## src/rtl/button_conditioner.sv

```systemverilog
// Raw push-button front end: synchronise, debounce, detect presses, optionally
// auto-repeat a held button, and hand decided moves over a one-entry valid/ready buffer.
module button_conditioner #(
    parameter int N_BTN         = 4,
    parameter int SYNC_STAGES   = 2,
    parameter int DB_CYCLES     = 650000,
    parameter int REPEAT_EN     = 0,
    parameter int REPEAT_DELAY  = 32500000,
    parameter int REPEAT_PERIOD = 9750000,
    localparam int DIR_W        = (N_BTN > 1) ? $clog2(N_BTN) : 1
) (
    input  logic             clk_65,
    input  logic             rst,
    input  logic [N_BTN-1:0] button_press,
    input  logic             move_ready,
    output logic             move_valid,
    output logic [DIR_W-1:0] move_dir,
    output logic [N_BTN-1:0] btn_level,
    output logic             overrun
);
    localparam int CNT_W   = $clog2(DB_CYCLES + 1);
    localparam int REP_MAX = (REPEAT_DELAY > REPEAT_PERIOD) ? REPEAT_DELAY : REPEAT_PERIOD;
    localparam int RC_W    = $clog2(REP_MAX + 1);
    localparam logic [CNT_W-1:0] DB_LAST  = CNT_W'(DB_CYCLES - 1);
    localparam logic [RC_W-1:0]  DLY_LAST = RC_W'(REPEAT_DELAY - 1);
    localparam logic [RC_W-1:0]  PER_LAST = RC_W'(REPEAT_PERIOD - 1);

    typedef enum logic [1:0] {R_IDLE, R_DELAY, R_REPEAT} rstate_t;

    logic [SYNC_STAGES-1:0][N_BTN-1:0] sync_q;
    logic [N_BTN-1:0][CNT_W-1:0]       db_cnt_q, db_cnt_d;
    logic [N_BTN-1:0]                  level_q, level_d, level_prev_q;
    logic [N_BTN-1:0]                  sync_s, press_vec;
    logic                              press_any;
    logic [DIR_W-1:0]                  press_idx;

    rstate_t          rstate_q, rstate_d;
    logic [DIR_W-1:0] rk_q, rk_d;
    logic [RC_W-1:0]  rcnt_q, rcnt_d;
    logic             rep_evt;

    logic             valid_q, valid_d, ovr_q, ovr_d, evt, xfer;
    logic [DIR_W-1:0] dir_q, dir_d, evt_dir;

    assign sync_s    = sync_q[SYNC_STAGES-1];
    assign press_vec = level_q & ~level_prev_q;

    always_comb begin
        db_cnt_d = db_cnt_q;
        level_d  = level_q;
        for (int i = 0; i < N_BTN; i++) begin
            if (sync_s[i] == level_q[i]) begin
                db_cnt_d[i] = '0;
            end else if (db_cnt_q[i] == DB_LAST) begin
                db_cnt_d[i] = '0;
                level_d[i]  = ~level_q[i];
            end else begin
                db_cnt_d[i] = db_cnt_q[i] + CNT_W'(1);
            end
        end
    end

    // Scan high to low so the lowest simultaneous press index ends up selected.
    always_comb begin
        press_any = 1'b0;
        press_idx = '0;
        for (int i = N_BTN - 1; i >= 0; i--) begin
            if (press_vec[i]) begin
                press_any = 1'b1;
                press_idx = DIR_W'(i);
            end
        end
    end

    always_comb begin
        rstate_d = rstate_q;
        rk_d     = rk_q;
        rcnt_d   = rcnt_q;
        rep_evt  = 1'b0;
        if (REPEAT_EN == 0) begin
            rstate_d = R_IDLE;
            rcnt_d   = '0;
        end else if (press_any) begin
            rk_d     = press_idx;
            rcnt_d   = '0;
            rstate_d = R_DELAY;
        end else begin
            case (rstate_q)
                R_DELAY, R_REPEAT: begin
                    if (!level_q[rk_q]) begin
                        rstate_d = R_IDLE;
                        rcnt_d   = '0;
                    end else if (rcnt_q == ((rstate_q == R_DELAY) ? DLY_LAST : PER_LAST)) begin
                        rep_evt  = 1'b1;
                        rcnt_d   = '0;
                        rstate_d = R_REPEAT;
                    end else begin
                        rcnt_d = rcnt_q + RC_W'(1);
                    end
                end
                default: rcnt_d = '0;
            endcase
        end
    end

    // A fresh press always outranks a repeat falling in the same cycle.
    assign evt     = press_any | rep_evt;
    assign evt_dir = press_any ? press_idx : rk_q;
    assign xfer    = valid_q & move_ready;

    always_comb begin
        valid_d = valid_q;
        dir_d   = dir_q;
        ovr_d   = 1'b0;
        if (evt) begin
            if (!valid_q || xfer) begin
                valid_d = 1'b1;
                dir_d   = evt_dir;
            end else begin
                ovr_d = 1'b1;
            end
        end else if (xfer) begin
            valid_d = 1'b0;
        end
    end

    always_ff @(posedge clk_65 or posedge rst) begin
        if (rst) begin
            sync_q       <= '0;
            db_cnt_q     <= '0;
            level_q      <= '0;
            level_prev_q <= '0;
            rstate_q     <= R_IDLE;
            rk_q         <= '0;
            rcnt_q       <= '0;
            valid_q      <= 1'b0;
            dir_q        <= '0;
            ovr_q        <= 1'b0;
        end else begin
            sync_q       <= {sync_q[SYNC_STAGES-2:0], button_press};
            db_cnt_q     <= db_cnt_d;
            level_q      <= level_d;
            level_prev_q <= level_q;
            rstate_q     <= rstate_d;
            rk_q         <= rk_d;
            rcnt_q       <= rcnt_d;
            valid_q      <= valid_d;
            dir_q        <= dir_d;
            ovr_q        <= ovr_d;
        end
    end

    assign move_valid = valid_q;
    assign move_dir   = dir_q;
    assign btn_level  = level_q;
    assign overrun    = ovr_q;
endmodule

```

## config.mk

```make
export PLATFORM = sky130hd
export DESIGN_NAME = button_conditioner
export DESIGN_NICKNAME = d
export VERILOG_FILES = /design/src/rtl/button_conditioner.sv
export SDC_FILE = /design/constraint.sdc
export NUM_CORES = 1
export LEC_CHECK = 0
export ABC_AREA = 0
export CAP_MARGIN = 10
export CORE_ASPECT_RATIO = 1.1
export CORE_MARGIN = 4
export CORE_UTILIZATION = 50
export CTS_CLUSTER_SIZE = 24
export DETAILED_ROUTE_END_ITERATION = 7
export HOLD_SLACK_MARGIN = 0.06
export PLACE_DENSITY = 0.71
export SLEW_MARGIN = 20
export SYNTH_ARGS = -nofsm -noshare
export SYNTH_HDL_FRONTEND = slang
export SYNTH_SLANG_ARGS = --single-unit
```

## constraint.sdc

```tcl
create_clock -name clk_65 -period 7.38 [get_ports clk_65]
set_input_delay 1.107 -clock clk_65 [delete_from_list [all_inputs] [get_ports clk_65]]
set_output_delay 1.107 -clock clk_65 [all_outputs]
set_load 0.005 [all_outputs]
```

### Word level (Yosys, flattened, before mapping)

Cells that the tools add are included.

| cells by class | value |
|---|---|
| multipliers | 0 |
| mux-type cells | 21 |
| shifts and indexed selects | 0 |
| eq/ne operators | 9 |
| bitwise logic cells | 11 |
| add/subtract/negate cells | 4 |
| reductions and logical operators | 9 |
| order comparisons | 0 |
| div/mod/pow operators | 0 |

Operators by type and width:

| kind | number |
|---|---|
| 2-to-1 mux 20 bit | 8 |
| adder 20 x 1 -> 20 bit (second input constant) | 4 |
| equality test 20 bit (second input constant) | 4 |
| AND reduction 2 bit | 6 |
| 2-to-1 mux 1 bit | 9 |
| 2-to-1 mux 2 bit | 4 |
| inverter 1 bit | 8 |
| AND 4 bit | 1 |
| equality test 1 bit | 4 |
| inverter 4 bit | 1 |
| inequality test 2 x 1 -> 1 bit (second input constant) | 1 |
| nonzero test 2 bit | 1 |
| AND 1 bit | 1 |
| logical NOT 1 bit | 1 |
| logical OR 1 bit | 1 |

| word-level totals | value |
|---|---|
| memory bits (writable) | 0 |
| flip-flop bits (word level) | 100 |
| latch bits | 0 |
| ROM bits | 0 |
| memories | 0 |

### Logic depth before layout (Yosys ltp)

Gate-level depths: netlist (run 1).

| logic depth | value |
|---|---|
| depth in word-level cells | 8 |
| gate-level depth with buffers | 6 |
| gate-level depth less buffers | 5 |

### Worst setup path before layout (run 1)

No wires, ideal clock.

| timing path | value |
|---|---|
| path type | register to register |
| start | register db_cnt_q[77] (netlist name) |
| end | register db_cnt_q[66] (netlist name) |
| path slack | 5.547 ns |
| path buffers | 1 |
| cell stages (with the launch flop) | 6 |
| library setup time | 0.121 ns |
| arrival time | 1.711 ns |
| path through | dfrtp_1 -> or4b_2 -> nor4_1 -> a31o_2 -> buf_2 -> nor2_1 |

RTL lines:

| item | line | RTL |
|---|---|---|
| from (decl) | 31 | `logic [N_BTN-1:0][CNT_W-1:0] db_cnt_q, db_cnt_d;` |
| from (signal assigned) | 141 | `db_cnt_q <= db_cnt_d;` |

### Worst setup path in the final report (run 1)

| timing path | value |
|---|---|
| start | register level_q[2] (netlist: btn_level[2]) |
| end | output port btn_level[2] |

RTL lines:

| item | line | RTL |
|---|---|---|
| from (decl) | 32 | `logic [N_BTN-1:0] level_q, level_d, level_prev_q;` |
| from (signal assigned) | 142 | `level_q <= level_d;` |
| to (decl) | 18 | `output logic [N_BTN-1:0] btn_level,` |

No word-level cell between the ends.

==> results of run 1 <==
==> metal layers <==
| metal | global-route usage | vias up |
|---|---|---|
| li1 | - | 1705 |
| met1 | 0.223 | 1697 |
| met2 | 0.289 | 40 |
| met3 | 0.0438 | 8 |
| met4 | 0.0462 | 0 |
| met5 | 0 | - |
==> per-stage QoR <==
stage / setup WS (ns) / util / instances
6_report: 4.92 / 0.575 / 608
5_1_grt: 4.84 / 0.575 / 608
4_1_cts: 4.86 / 0.575 / 608
3_5_place_dp: 4.63 / 0.553 / 592
3_3_place_gp: 4.67 / 0.553 / 592
2_1_floorplan: 3.65 / - / 472
==> cell usage after synthesis, drive strengths merged (5+ instances only) <==
library cell,instances
clkbuf,7
nor4,16
a21oi,25
inv,21
xor2,20
or4,12
nand3,27
xnor2,32
nand2,23
o31ai,9
or3,18
nor3,10
and3,7
dfrtp,100
o21ai,15
nor2b,5
nand4,19
nor2,67
==> registers in the layout, indices dropped and copies added (netlist names) <==
register,cells
overrun,1
btn_level,4
db_cnt_q,80
sync_s,4
move_valid,1
move_dir,2
level_prev_q,4
sync_q,4
==> area by class of cell <==
cell class | count | area, µm² | area share
multi-input cells | 340 | 2110 | 0.406
repair buffers | 17 | 163 | 0.0313
flip-flops and latches | 100 | 2500 | 0.481
clock inverters | 5 | 58.8 | 0.0113
clock buffers | 11 | 141 | 0.0272
inverters | 21 | 81.3 | 0.0156
well taps | 114 | 143 | 0.0274
==> logic make-up after synthesis <==
family,share of synthesized area
AO/OA/AOI/OAI,0.0733
XOR/XNOR,0.0964
adder cells (fa/ha/maj),0.0106
buffers and inverters,0.0265
flip-flops,0.530
multiplexers,0.00953
AND/OR/NAND/NOR,0.254
==> power groups by stage <==
stage	Combinational (mW)	Sequential, mW	Clock, mW
global route	0.0394	0.563	0.384
detailed placement	0.0351	0.573	0
finish	0.0339	0.562	0.352
floorplan	0.0243	0.571	0
CTS	0.0351	0.562	0.363
global placement	0.0344	0.572	0
==> path summary, 6_finish.rpt <==
check	endpoint	slack (ns)	cells after the start
max reg2reg	db_cnt_q[67]	5.18	4
max in group asynchronous	db_cnt_q[45]	5.12	3
min	sync_s[3]	0.36	0
max	btn_level[2]	4.92	1
min reg2reg	sync_s[3]	0.36	0
min in group asynchronous	sync_q[3]	1.11	2
==> reports/metrics.yaml, run 1 <==
power:
  p_seq_frac: 0.593
  totalPowerFinal_uw: 947
  switchingPower_uw: 215
  ir_worst_vdd_mv: 0.156
  power.combinational.fraction: 0.036
  powerDensity_nw_per_um2: 182
  leakagePower_nw: 2.07
  p_clk_frac: 0.371
  cellInternalPower_uw: 732
  proportion_of_total_power_due_to_net_switching: 0.227
drt:
  vias: 3450
  met2_wirelength_um: 4250
  vias_per_instance: 5.67
  dr.max_layer_used: "met4"
  drt-initial-drc-count: 151
  wl_met1_um: 4080
  first_pass_iters: 4
  route.final.wire_length_um: 8660
  wl_met3_um: 252
  drt-wirelength-per-cell_um: 14.2
  postRouteAntennaNets: 0
  drc_errors: 0
setup_path:
  timing.rr.start: "db_cnt_q[64]"
  critical-path-slowest-cell: "clkdlybuf4s50_1"
  cp_data_required_time_ns: 6.27
  worst_path_max_fanout: 6
  criticalPathCategory: "reg2out"
  cp_data_arrival_time_ns: 1.36
  crit_family: "buffers and inverters"
  crit_path_buffers_inverters: 1
  setup.worst_path.start: "btn_level[2]"
  slowest_delay_ns: 0.54
  crit_path_capture_type: "output pin"
  path_cells: "clkdlybuf4s50_1"
  worstSetupStartpointType: "register"
layout:
  num_antenna_cells: 0
  drive_gt1_frac: 0.0810
  nFillCells: 796
  num-nets-final: 500
  finalInstanceArea_um2: 5200
  most_common_cell_after_layout_fill_and_taps_aside: "dfrtp_1"
  most-common-layout-cells: "dfrtp_1, nor2_1, xnor2_1"
  flow.area_growth_from_synthesis_pct: 10.1
clock_tree:
  clock_latency_ns: 0.36
  path_clk_slew_ns: 0.09
  cts_tree: "built"
  postCtsResizedCells: 0
  root_buffer: "clkbuf_8"
  cts_made_buffers: 9
  postCtsSetupRepairBufs: 0
  htree_levels: 3
  ctsLongestPathBuffers: 2
  cts.sinks: 100
  hold_buffers: 0
timing:
  maxSlewHeadroom: 0.465
  skew_ns: 0.00523
  worst_pin_slew_ns: 0.803
  final.hold.worst_slack_ns: 0.355
  rsz_0062_raised_after_global_routing: "false"
  drv_slew: 0
  setup_violations: 0
  final.min_clock_period_ns: 2.46
  fmax_ghz: 0.406
  timing.setup.tns_ns: 0
  report.final.hold_viol_count: 0
  final_cycle_share: 0.334
yosys:
  synth_seq_area_share: 0.530
  post_synth_inst_count: 472
  yosys_register_bits: 100
  synthFlopType: "dfrtp_1"
  syn_avg_cell_area_um2: 10.0
  asyncSetResetFlopFracSynth: 1.00
  synth_top_cell_by_area: "dfrtp_1"
  yosysWarningCount: 0
  synthesis.area_um2: 4730
  yosysUniqueCellTypes: 42
  syn-num-nets: 483
  synth_enable_flop_cells: 0
  main_area_contributors_after_synthesis: "dfrtp_1, xnor2_1, nor2_1, xor2_1, a21oi_1"
  yosysTopAreaCellShare: 0.530
run:
  maxCapViolations: 0
worst_hold_path:
  hold_path.startpoint: "sync_q[3]"
  holdCritPathClass: "reg2reg"
global_route:
  antenna_found_initial: 0
  grt_pass1_wl_um: 15300
  groute.usage.overall: 0.172
  overflow: 0
  first_global_vias: 3306
  pin_count_of_the_biggest_net_entering_global_routing: 65
die:
  dieWidth_um: 101
  std_cell_rows: 36
  die_height_um: 110
  dieArea_um2: 11100
  initial_utilization: 0.522
  design.core.area_um2: 9050
  top_level_ports: 15
placed_design:
  detailed_place_hpwl_um: 6000
  placed_cell_area_um2: 5000
  final_estimated_routing_congestion_in_global_placement: 0.822
  port_buffers: 14
outcome:
  run_status: "finished, final reports clean"
No activity file was read; power rests on OpenSTA's default activity.
==> run 2: changes to the inputs <==
--- a/config.mk
+++ b/config.mk
@@ -13,7 +13,7 @@
 export CTS_CLUSTER_SIZE = 24
 export DETAILED_ROUTE_END_ITERATION = 7
 export HOLD_SLACK_MARGIN = 0.06
-export PLACE_DENSITY = 0.71
+export PLACE_DENSITY = 0.74
 export SLEW_MARGIN = 20
 export SYNTH_ARGS = -nofsm -noshare
 export SYNTH_HDL_FRONTEND = slang
==> constraint.sdc (replaced) <==
create_clock -name clk_65 -period 2.15 [get_ports clk_65]
set_input_delay 0.3225 -clock clk_65 [delete_from_list [all_inputs] [get_ports clk_65]]
set_output_delay 0.3225 -clock clk_65 [all_outputs]
set_load 0.005 [all_outputs]
==> run 2 against run 1 <==
First-iteration DRC count fell by 15%. Global-route usage fell by 0.61 points. Die area did not move. Final area rose by 1.7%. Sequential power rose to 3.4 times the previous value. Total power rose to 3.4 times the previous value. Count of clock-buffer cells in the layout fell by 1. Worst setup slack got worse by 4.7 ns. Sequential cell count did not move. Core utilization rose by 0.97 points. Final cell count rose by 1.6%. Largest power group unchanged.
==> reports/metrics.yaml, run 2 (synthesis gave the netlist of run 1 again) <==
outcome:
  run_status: "finished, final reports clean"
die:
  initial_utilization: 0.522
  top_level_ports: 15
  dieWidth_um: 101
  std_cell_rows: 36
  design.core.area_um2: 9050
  die_height_um: 110
  dieArea_um2: 11100
timing:
  drv_slew: 0
  rsz_0062_raised_after_global_routing: "false"
  setup_violations: 0
  worst_pin_slew_ns: 0.653
  skew_ns: 0.0127
  final_cycle_share: 0.908
  report.final.hold_viol_count: 0
  final.hold.worst_slack_ns: 0.359
  final.min_clock_period_ns: 1.95
  maxSlewHeadroom: 0.561
  timing.setup.tns_ns: 0
  fmax_ghz: 0.512
power:
  totalPowerFinal_mw: 3.20
  powerDensity_nw_per_um2: 606
  ir_worst_vdd_mv: 0.441
  leakagePower_nw: 2.11
global_route:
  grtUsageMet2: 0.286
  global_route_hottest_layer: "met2"
  met3_usage: 0.0355
  groute.usage.overall: 0.166
  grt_pass1_wl_um: 14900
  overflow: 0
  first_global_vias: 3454
  antenna_found_initial: 0
  gr-usage-met1: 0.204
  pin_count_of_the_biggest_net_entering_global_routing: 101
clock_tree:
  cts_made_buffers: 9
  postCtsSetupRepairBufs: 0
  root_buffer: "clkbuf_8"
  ctsLongestPathBuffers: 2
  hold_buffers: 0
  cts.sinks: 100
  htree_levels: 3
  cts_tree: "built"
  path_clk_slew_ns: 0.10
  clock_latency_ns: 0.36
  postCtsResizedCells: 0
setup_path:
  crit_path_capture_type: "register"
  critical-path-slowest-cell: "or4b_2"
  cp_data_arrival_time_ns: 2.19
  worstSetupStartpointType: "register"
  path_cells: "or4b_2, nor4_2, a31o_2, buf_4, a21oi_1"
  cp_data_required_time_ns: 2.39
  slowest_delay_ns: 0.68
  criticalPathCategory: "reg2reg"
  worst_path_max_fanout: 15
layout:
  flow.area_growth_from_synthesis_pct: 11.9
  drive_gt1_frac: 0.103
  num_antenna_cells: 0
  num-nets-final: 510
  finalInstanceArea_um2: 5290
  largest_register_ffs: 80
  most-common-layout-cells: "dfrtp_1, nor2_1, xnor2_1"
  largest_register: "db_cnt_q"
  most_common_cell_after_layout_fill_and_taps_aside: "dfrtp_1"
drt:
  drc_errors: 0
  first_pass_iters: 4
  vias: 3471
  drt-initial-drc-count: 128
  drt-wirelength-per-cell_um: 14.0
  route.final.wire_length_um: 8650
  postRouteAntennaNets: 0
  vias_per_instance: 5.62
placed_design:
  port_buffers: 14
  detailed_place_hpwl_um: 5920
  final_estimated_routing_congestion_in_global_placement: 0.800
  placed_cell_area_um2: 5090
worst_hold_path:
  holdCritPathClass: "reg2reg"
run:
  maxCapViolations: 0
==> run 2: changes by cell type in the layout (fill, tap and decap cells not counted) <==
cell / previous run / this run
clkinv_2: 1 / 0
nor4_1: 16 / 15
inv_4: 1 / 0
clkinvlp_4: 2 / 3
clkbuf_1: 1 / 0
inv_8: 0 / 2
buf_12: 0 / 1
nor4_2: 0 / 1
buf_4: 3 / 12
clkinv_4: 0 / 1
bufinv_16: 1 / 0
==> run 2: through the flow <==
step | setup WS [ns] | utilization | std cells
5_1_grt | 0.109 | 0.584 | 618
6_report | 0.199 | 0.584 | 618
3_5_place_dp | 0.187 | 0.562 | 602
3_3_place_gp | 0.238 | 0.562 | 602
2_1_floorplan | 0.317 | - | 472
4_1_cts | 0.158 | 0.584 | 618
==> run 2: power by group <==
part | switching [mW] | total, mW | internal, mW
logic | 0.0808 | 0.126 | 0.0452
registers | 0.0221 | 1.93 | 1.91
clock network | 0.676 | 1.15 | 0.475
==> run 2: final cells by class <==
| cell class | instances | area [µm²] |
|---|---|---|
| fillers | 765 | 3760 |
| well taps | 114 | 143 |
| inverters | 21 | 82.6 |
| multi-input cells | 340 | 2120 |
| clock buffers | 10 | 138 |
| clock inverters | 6 | 55.1 |
| repair buffers | 27 | 250 |
| flip-flops and latches | 100 | 2500 |
==> run 2: metal layers <==
layer	part of all wire	up-vias
met5	0	-
met4	0.012	0
met3	0.024	9
met2	0.50	36
met1	0.46	1703
li1	-	1723
==> run 2: final timing paths <==
path / startpoint / endpoint / slack (ns) / cells past startpoint
worst max-delay path: db_cnt_q[77] / db_cnt_q[78] / 0.20 / 5
worst min-delay path: sync_q[0] / sync_s[0] / 0.36 / 0
worst max register to register: db_cnt_q[77] / db_cnt_q[78] / 0.20 / 5
worst min register to register: sync_q[0] / sync_s[0] / 0.36 / 0
max in group asynchronous: rst / db_cnt_q[58] / 1.30 / 3
min in group asynchronous: rst / sync_q[3] / 0.46 / 3
==> run 2: worst max-delay path, delay by kind of cell (launching register included) <==
kind / cells / cell delay, ns
AOI/OAI and AO/OA: 2 / 0.28
buffers and inverters: 1 / 0.21
DFF: 1 / 0.40
and+or+nand+nor: 2 / 0.94
==> run 3: changes to the inputs <==
--- a/config.mk
+++ b/config.mk
@@ -13,8 +13,8 @@
 export CTS_CLUSTER_SIZE = 24
 export DETAILED_ROUTE_END_ITERATION = 7
 export HOLD_SLACK_MARGIN = 0.06
+export MAX_ROUTING_LAYER = met4
 export PLACE_DENSITY = 0.74
-export SLEW_MARGIN = 20
 export SYNTH_ARGS = -nofsm -noshare
 export SYNTH_HDL_FRONTEND = slang
 export SYNTH_SLANG_ARGS = --single-unit
==> run 3 against run 2 <==
Die area is the same. Count of clock-buffer cells in the layout is the same. Critical path type unchanged. Maximum frequency barely moved. Core utilization stayed put. Sequential power is essentially flat. Total power about the same. Largest cell class unchanged.
==> reports/metrics.yaml, run 3 (synthesis gave the netlist of run 1 again) <==
clock_tree:
  path_clk_slew_ns: 0.10
  postCtsSetupRepairBufs: 0
  cts_tree: "built"
  ctsLongestPathBuffers: 2
  root_buffer: "clkbuf_8"
  clock_latency_ns: 0.36
  cts_made_buffers: 9
  cts.sinks: 100
  htree_levels: 3
  hold_buffers: 0
drt:
  postRouteAntennaNets: 0
  first_pass_iters: 4
  drt-initial-drc-count: 128
  vias_per_instance: 5.62
  drc_errors: 0
  drt-wirelength-per-cell_um: 14.0
  route.final.wire_length_um: 8650
  vias: 3473
global_route:
  groute.usage.overall: 0.171
  first_global_vias: 3456
  overflow: 0
  antenna_found_initial: 0
  grt_pass1_wl_um: 15000
  pin_count_of_the_biggest_net_entering_global_routing: 101
worst_hold_path:
  holdCritPathClass: "reg2reg"
  worst_hold_path.endpoint: "sync_s[0]"
  hold_path.startpoint: "sync_q[0]"
  worstHoldPathCells: 0
layout:
  largest_register: "db_cnt_q"
  most-common-layout-cells: "dfrtp_1, nor2_1, xnor2_1"
  num-nets-final: 510
  num_antenna_cells: 0
  nFillCells: 765
  flow.area_growth_from_synthesis_pct: 11.9
  largest_register_ffs: 80
  fin_cells: 618
  drive_gt1_frac: 0.103
  most_common_cell_after_layout_fill_and_taps_aside: "dfrtp_1"
run:
  maxCapViolations: 0
setup_path:
  r2r-end: "db_cnt_q[78]"
  crit_path_capture_type: "register"
  cp_data_arrival_time_ns: 2.19
  ff2ff_path_depth: 5
  slowest_delay_ns: 0.68
  crit_path_buffers_inverters: 1
  crit_family: "simple AND/OR/NAND/NOR gates"
  critical-path-slowest-cell: "or4b_2"
  cp_data_required_time_ns: 2.39
  worstSetupStartpointType: "register"
  path_cells: "or4b_2, nor4_2, a31o_2, buf_4, a21oi_1"
  timing.rr.start: "db_cnt_q[77]"
  criticalPathCategory: "reg2reg"
  r2r_setup_slack_ns: 0.20
  worst_path_max_fanout: 15
die:
  top_level_ports: 15
  initial_utilization: 0.522
  die_height_um: 110
  std_cell_rows: 36
  design.core.area_um2: 9050
  dieWidth_um: 101
  dieArea_um2: 11100
power:
  totalPowerFinal_mw: 3.20
  leakagePower_nw: 2.11
  ir_worst_vdd_mv: 0.441
  powerDensity_nw_per_um2: 606
timing:
  final.min_clock_period_ns: 1.95
  skew_ns: 0.0127
  worst_pin_slew_ns: 0.653
  final_cycle_share: 0.908
  final.hold.worst_slack_ns: 0.359
  fmax_ghz: 0.512
  setup_violations: 0
  maxSlewHeadroom: 0.561
  drv_slew: 0
  rsz_0062_raised_after_global_routing: "false"
  timing.setup.tns_ns: 0
  report.final.hold_viol_count: 0
placed_design:
  port_buffers: 14
  detailed_place_hpwl_um: 5920
  final_estimated_routing_congestion_in_global_placement: 0.811
  dpl.cell_count: 602
outcome:
  run_status: "finished, final reports clean"
[run 3: area by class of cell]
| type | count | area (µm²) | area share |
|---|---|---|---|
| Tap cell | 114 | 143 | 0.0270 |
| Sequential cell | 100 | 2500 | 0.473 |
| Timing Repair Buffer | 27 | 250 | 0.0473 |
| Clock buffer | 10 | 138 | 0.0260 |
| Clock inverter | 6 | 55.1 | 0.0104 |
| Multi-Input combinational cell | 340 | 2120 | 0.401 |
| Inverter | 21 | 82.6 | 0.0156 |
[run 3: worst max path at each step]
stage	start	slack, ns	depth (start not counted)	end
floorplan	db_cnt_q[77]	0.32	5	db_cnt_q[66]
global placement	db_cnt_q[77]	0.24	5	db_cnt_q[74]
detailed placement	db_cnt_q[77]	0.19	5	db_cnt_q[74]
CTS	db_cnt_q[77]	0.16	5	db_cnt_q[79]
global route	db_cnt_q[17]	0.11	5	db_cnt_q[13]
finish	db_cnt_q[77]	0.20	5	db_cnt_q[78]
[run 3: power by group]
| part | internal, mW | switching [mW] | total, mW |
|---|---|---|---|
| Clock | 0.475 | 0.676 | 1.15 |
| Combinational | 0.0452 | 0.0809 | 0.126 |
| Sequential | 1.91 | 0.0221 | 1.93 |
| Total | 2.42 | 0.779 | 3.20 |
[run 3: what timing repair did]
item | 4_1_cts | 5_1_grt
endpoints found under the hold margin | 0 | 0
resized for setup | 0 | 1
endpoints found under the setup margin | 0 | 2
[run 3: per-layer routing]
metal	vias up	global-route usage	wire length (µm)	part of all wire
met4	0	0.0635	99	0.011
met2	34	0.286	4380	0.51
met5	-	-	0	0
met1	1707	0.206	3990	0.46
li1	1723	-	-	-
met3	9	0.0343	185	0.021
[run 3: metrics by stage]
step	worst slack, ns	utilization	cell area [µm²]
final	0.198	0.584	5290
after global routing	0.109	0.584	5290
after detailed placement	0.187	0.562	5090
after floorplan	0.317	-	4730
after global placement	0.238	0.562	5090
after CTS	0.158	0.584	5280
